<file path="src/rtl/mul_pipe.sv">
// Multi-cycle signed multiply pipeline for the exec stage.
// The full product and its flags are formed at issue. Result, flags and dst then ride
// through STAGES register stages, and the last stage drives the outputs.
// Stall holds every stage. Flush clears every valid. Reset clears everything.
module mul_pipe #(
    parameter int unsigned WIDTH  = 32,
    parameter int unsigned STAGES = 5,
    parameter int unsigned DST_W  = 5
) (
    input  logic                        clk,
    input  logic                        reset,
    input  logic                        in_valid,
    input  logic [WIDTH-1:0]            in_a,
    input  logic [WIDTH-1:0]            in_b,
    input  logic [DST_W-1:0]            in_dst,
    input  logic                        stall,
    input  logic                        flush,
    input  logic [DST_W-1:0]            query_dst,
    output logic                        query_hit,
    output logic                        out_valid,
    output logic [WIDTH-1:0]            out_result,
    output logic                        out_zero,
    output logic                        out_overflow,
    output logic [DST_W-1:0]            out_dst,
    output logic [$clog2(STAGES+1)-1:0] in_flight
);

    localparam int unsigned CW = $clog2(STAGES + 1);

    // Per-stage state. Index STAGES-1 is the output stage.
    logic             r_valid  [STAGES];
    logic [WIDTH-1:0] r_result [STAGES];
    logic             r_zero   [STAGES];
    logic             r_ovf    [STAGES];
    logic [DST_W-1:0] r_dst    [STAGES];

    logic signed [2*WIDTH-1:0] w_a_ext;
    logic signed [2*WIDTH-1:0] w_b_ext;
    logic signed [2*WIDTH-1:0] w_prod;
    logic [WIDTH:0]            w_hi;
    logic [WIDTH-1:0]          w_res;
    logic                      w_zero;
    logic                      w_ovf;
    logic [STAGES-1:0]         w_match;
    logic [CW-1:0]             w_cnt [STAGES+1];

    // Full-width signed product. Overflow is set when the bits above the sign bit disagree.
    always_comb begin
        w_a_ext = {{WIDTH{in_a[WIDTH-1]}}, in_a};
        w_b_ext = {{WIDTH{in_b[WIDTH-1]}}, in_b};
        w_prod  = w_a_ext * w_b_ext;
        w_hi    = w_prod[2*WIDTH-1:WIDTH-1];
        w_res   = w_prod[WIDTH-1:0];
        w_zero  = (w_res == '0);
        w_ovf   = (|w_hi) && !(&w_hi);
    end

    // Stage 1 accepts a new op. Data loads only on accept, so an output stage at STAGES=1 holds.
    always_ff @(posedge clk) begin
        if (reset) begin
            r_valid[0]  <= 1'b0;
            r_result[0] <= '0;
            r_zero[0]   <= 1'b0;
            r_ovf[0]    <= 1'b0;
            r_dst[0]    <= '0;
        end else if (flush) begin
            r_valid[0] <= 1'b0;
        end else if (!stall) begin
            r_valid[0] <= in_valid;
            if (in_valid) begin
                r_result[0] <= w_res;
                r_zero[0]   <= w_zero;
                r_ovf[0]    <= w_ovf;
                r_dst[0]    <= in_dst;
            end
        end
    end

    for (genvar k = 1; k < STAGES; k++) begin : g_stage
        localparam bit IsOut = (k == STAGES - 1);

        // Advance stage k-1 into stage k. The output stage loads data only from a valid op.
        always_ff @(posedge clk) begin
            if (reset) begin
                r_valid[k]  <= 1'b0;
                r_result[k] <= '0;
                r_zero[k]   <= 1'b0;
                r_ovf[k]    <= 1'b0;
                r_dst[k]    <= '0;
            end else if (flush) begin
                r_valid[k] <= 1'b0;
            end else if (!stall) begin
                r_valid[k] <= r_valid[k-1];
                if (!IsOut || r_valid[k-1]) begin
                    r_result[k] <= r_result[k-1];
                    r_zero[k]   <= r_zero[k-1];
                    r_ovf[k]    <= r_ovf[k-1];
                    r_dst[k]    <= r_dst[k-1];
                end
            end
        end
    end

    assign w_cnt[0] = '0;

    for (genvar k = 0; k < STAGES; k++) begin : g_scan
        assign w_match[k]  = r_valid[k] && (r_dst[k] == query_dst);
        assign w_cnt[k+1]  = w_cnt[k] + CW'(r_valid[k]);
    end

    // r0 never creates a hazard.
    assign query_hit    = (query_dst != '0) && (|w_match);
    assign in_flight    = w_cnt[STAGES];
    assign out_valid    = r_valid[STAGES-1];
    assign out_result   = r_result[STAGES-1];
    assign out_zero     = r_zero[STAGES-1];
    assign out_overflow = r_ovf[STAGES-1];
    assign out_dst      = r_dst[STAGES-1];

endmodule
</file>
<file path="config.mk">
export PLATFORM = sky130hd
export DESIGN_NAME = mul_pipe
export DESIGN_NICKNAME = d
export VERILOG_FILES = /design/src/rtl/mul_pipe.sv
export SDC_FILE = /design/constraint.sdc
export NUM_CORES = 2
export LEC_CHECK = 0
export ABC_AREA = 1
export CELL_PAD_IN_SITES_DETAIL_PLACEMENT = 0
export CELL_PAD_IN_SITES_GLOBAL_PLACEMENT = 1
export CORE_ASPECT_RATIO = 1.5
export CORE_UTILIZATION = 54
export DETAILED_ROUTE_END_ITERATION = 12
export HOLD_SLACK_MARGIN = 0.03
export PLACE_DENSITY_LB_ADDON = 0.15
export SETUP_SLACK_MARGIN = 0.2
export SLEW_MARGIN = 20
export SYNTH_ARGS = -nofsm -noshare
export SYNTH_HDL_FRONTEND = slang
export SYNTH_SLANG_ARGS = --single-unit
</file>
<file path="constraint.sdc">
create_clock -name clk -period 21.5 [get_ports clk]
set_input_delay 5.375 -clock clk [delete_from_list [all_inputs] [get_ports clk]]
set_output_delay 5.375 -clock clk [all_outputs]
set_load 0.05 [all_outputs]
</file>
Word level (Yosys, flattened, before mapping)
Memory sizes are Yosys's and may differ from the RTL's.
Index checks and enable logic that the tools add are counted.
{"block": "word_totals", "memories": 5, "reg_bits": 0, "output_inout_bits": 44, "word_cells": 107, "ram_bits": 200}
{"block": "classes", "n_reduce_logical": 13, "n_mul": 1, "n_mux": 49, "n_addsub": 4, "n_eq_ne": 5, "bitwise": 30}
{"memory": "r_result", "words": 5, "word_bits": 32, "read_ports": 5, "rd_clocked_by_memory_dff": 0, "wr": 5, "line_no": "32", "text": "logic [WIDTH-1:0] r_result [STAGES];"}
{"memory": "r_dst", "words": 5, "word_bits": 5, "read_ports": 5, "rd_clocked_by_memory_dff": 0, "wr": 5, "line_no": "35", "text": "logic [DST_W-1:0] r_dst [STAGES];"}
{"memory": "r_ovf", "words": 5, "word_bits": 1, "read_ports": 5, "rd_clocked_by_memory_dff": 0, "wr": 5, "line_no": "34", "text": "logic r_ovf [STAGES];"}
{"memory": "r_valid", "words": 5, "word_bits": 1, "read_ports": 5, "rd_clocked_by_memory_dff": 0, "wr": 5, "line_no": "31", "text": "logic r_valid [STAGES];"}
{"memory": "r_zero", "words": 5, "word_bits": 1, "read_ports": 5, "rd_clocked_by_memory_dff": 0, "wr": 5, "line_no": "33", "text": "logic r_zero [STAGES];"}
{"op": "32-bit 2-to-1 mux", "count": 5}
{"op": "32-bit by 32-bit multiplier with 64-bit output", "count": 1}
{"op": "1-bit 2-to-1 mux", "count": 39}
{"op": "33-bit AND reduction", "count": 1}
{"op": "33-bit OR reduction", "count": 1}
{"op": "32-bit zero test", "count": 1}
{"op": "1-bit bitwise OR", "count": 30}
{"op": "5-bit equality test", "count": 5}
{"op": "5-bit 2-to-1 mux", "count": 5}
{"op": "1-bit logical AND", "count": 7}
{"op": "3-bit by 1-bit adder with 3-bit output", "count": 2}
{"op": "5-bit nonzero test", "count": 1}
{"op": "5-bit OR reduction", "count": 1}
{"op": "2-bit by 1-bit adder with 3-bit output", "count": 1}
{"op": "1-bit by 1-bit adder with 2-bit output", "count": 1}
{"op": "1-bit zero test", "count": 1}

Logic depth before layout (Yosys ltp)
An unclocked memory read counts as a cell.
{"block": "logic_depth", "depth_word": 7, "mapped_depth": 40, "mapped_depth_nobuf": 39}

Least setup slack after synthesis
OpenSTA, ideal clock, no wires.
{"block": "synth_timing", "path_type": "input to register", "from": "in flush", "to": "mem r_valid[0] (enable)", "setup_time_ns": 0.341, "arrival_ns": 14.646, "cell_stages": 2, "path_slack_ns": 6.513, "cell_sequence": "o21ai_0 > or2_2"}
{"element": "from (decl)", "line_no": "17", "text": "input logic flush,"}
{"element": "to (decl)", "line_no": "31"}

==> impl_results.md <==
* RSZ-0062 raised after global routing: false
* FF-to-FF path depth at 5
* Gr usage total at 32.3%
* Yosys top cell by area: fa_1
* Hold_sp: r_result[1][22]
* Die area at 0.0875 mm2
* Synthesized instance count at 5657
* Clock transition at path regs at 90 ps
* Crit path max fanout at 32
* Largest net degree at the start of global routing at 96
* CP bufs+invs at 7
* Setup TNS at 0 ps
* Avg WL per Cell at 19.6 um
* Routability cong. at 0.995
* Final Slew Violations at 0
* Worst Hold Depth at 2
* Grt total ovfl at 0
* Placed insts at 6762
* Crit-path leading delay family: adder cells
* CTS Root Cell: clkbuf_16
* Syn-to-layout area delta at 6.65%
* Top_reg_cell synth: edfxtp_1
* Worst path max stage delay at 760 ps
* Number of global-route vias before repair at 39081
* Max Fclk at 71.6 MHz
* Most area-consuming cells after synthesis: fa_1 47%, inv_1 13%, nand2_1 13%
* Iteration count of the initial detailed-routing pass at 6
* Post-CTS Hold Fix Bufs at 0
* Row Count at 131
* Top post-synthesis cells by count: 1669 x inv_1, 1644 x nand2_1, 1084 x fa_1
* Post-synth EDFFs at 200
* CTS sink cnt at 200
* Vias at 34732
* Post-synthesis cell area at 0.0466 mm2
* Final period util at 65.0%
* Clock skew at 32.1 ps
* Fillcell total at 7886
* Vias per cell at 5.11
* Detailed Route Iter0 Violations at 1621
* Post-synthesis sequential area ratio at 12.9%
* Async S/R FF share, synth at 0%
* Port Buf Inserts at 122
* Initial cell density of the core at 54.6%
* Clock period minus final worst setup slack at 13970 ps
* CTS Buf Count at 25
* H-tree Lvls at 4
* Nets at 7007
* Count leader, synth: inv_1
* TritonCTS clock tree: yes
* Relative slew slack at 30.7%
* Die X at 242 um
* Tightest Pin Transition at 1040 ps
* Arr. time, crit path at 14220 ps
* DP Worst Slack at 6960 ps
* Initial antenna violation count at 3
* WL final at 133000 um
* Worst Setup SP: in_b[5]
* Die Y at 362 um
* Netlist cell types at 35
* Dpl hpwl at 109000 um
* Post-CTS Setup Inserts at 0
* Residual DRC at 0
* Critical path endpoint category: register
* Fin cells at 6796
* RR Startpoint: r_valid[3]
* # IOs at 123
* Setup violations, final at 0
* Final setup margin at 7530 ps
* Synth top area share at 46.6%
* Synth Area per Inst at 8.23 um2
* Synth Warn # at 0
* Clk Latency, worst-skew pair at 510 ps
* Clock Path Buffers at 3
* CP Launch Type: input port
* Core area at 0.0852 mm2
* Crit Path Class: in -> reg
* Hold Path Class: reg -> reg
* Syn nets at 7005
* Required @ worst endpoint at 21750 ps
* Crit path top cell by count: nand2_1
* CP max-delay cell: fa_1
* First-pass GRT wire length at 214000 um
* ANT nets after route at 0
* Final hold violation count at 0
* Yosys reg bits at 200
* Post-CTS Resized at 0
* Layout cells sized above 1 at 2.89%
* Status: finished, final reports clean
* Crit path depth at 33
* Max_cap viols at 0
==> layout by cell type (no fill, tap or decap), drive strengths merged <==
cell type and count:
nand3b 3, a221oi 7, o22ai 9, xnor2 30, nand4 27, and3 3
inv 1672, nor3 11, buf 73, fa 1084, o21bai 2, and2 6
clkdlybuf4s50 116, a21oi 47, xor2 18, o21ba 1, diode 1, or2 26
o21a 1, o221ai 1, bufinv 4, nand3 108, clkinv 1, clkbuf 27
clkinvlp 1, o21ai 11, nor4 5, ha 185, nor2 333, o2111ai 1
edfxtp 200, nand2 1652
==> tightest hold or removal path, delay by kind of cell, from the launching register on <==
kind          cells  cell delay, ps
flops             1             320
simple gates      1              80
buf+inv           1              30
==> sequential cells by signal, summed over array words and instances, names as in the netlist <==
signal and flops:
r_dst 25, r_result 160, r_ovf 5, r_valid 5, r_zero 5
==> final cells by class <==
| cell class | count | area (um2) | area share [%] |
|---|---|---|---|
| clock buffer | 27 | 633 | 1.27 |
| multi-input combinational | 3571 | 33500 | 67.5 |
| timing repair buffer | 189 | 1690 | 3.41 |
| inverter | 1672 | 6280 | 12.6 |
| tap | 1130 | 1410 | 2.85 |
| antenna | 1 | 2.50 | 0.00504 |
| sequential | 200 | 6010 | 12.1 |
| clock inverter | 6 | 136 | 0.275 |
==> metrics by stage <==
| stage | util [%] | cell area (um2) | hold WS (ps) |
|---|---|---|---|
| after global placement | 57.4 | 48900 | 523 |
| after CTS | 58.3 | 49700 | 530 |
| after floorplan | - | 46600 | 519 |
| after global routing | 58.3 | 49700 | 549 |
| final | 58.3 | 49700 | 527 |
| after detailed placement | 57.4 | 48900 | 529 |
==> metal layers <==
layer / track usage, % / up-vias / routed length (um)
met1: 32.9 / 17292 / 44100
li1: - / 15823 / -
met5: 0 / - / 25
met4: 20.9 / 4 / 10400
met3: 2.49 / 464 / 4960
met2: 62.6 / 1149 / 73500
==> path summary, 6_finish.rpt <==
path                          end  slack (ps)
setup / recovery         r_ovf[0]        7530
setup reg to reg  r_result[4][30]       19810
hold reg to reg   r_result[2][22]         530
hold / removal    r_result[2][22]         530
==> cells by family (layout without fill, tap and decap cells) <==
logic type	Yosys count	count (layout)	synth area share [%]
compound gates	80	80	0.983
xor+xnor	48	48	0.903
fa+ha+maj	1269	1269	51.6
buf+inv	1886	1894	15.2
flops	200	200	12.9
other cells	0	1	0
simple gates	2174	2174	18.5
Power is left out: the tool's default activity adds up to more than one toggle a clock period on the data nets, which glitch-free logic cannot reach.
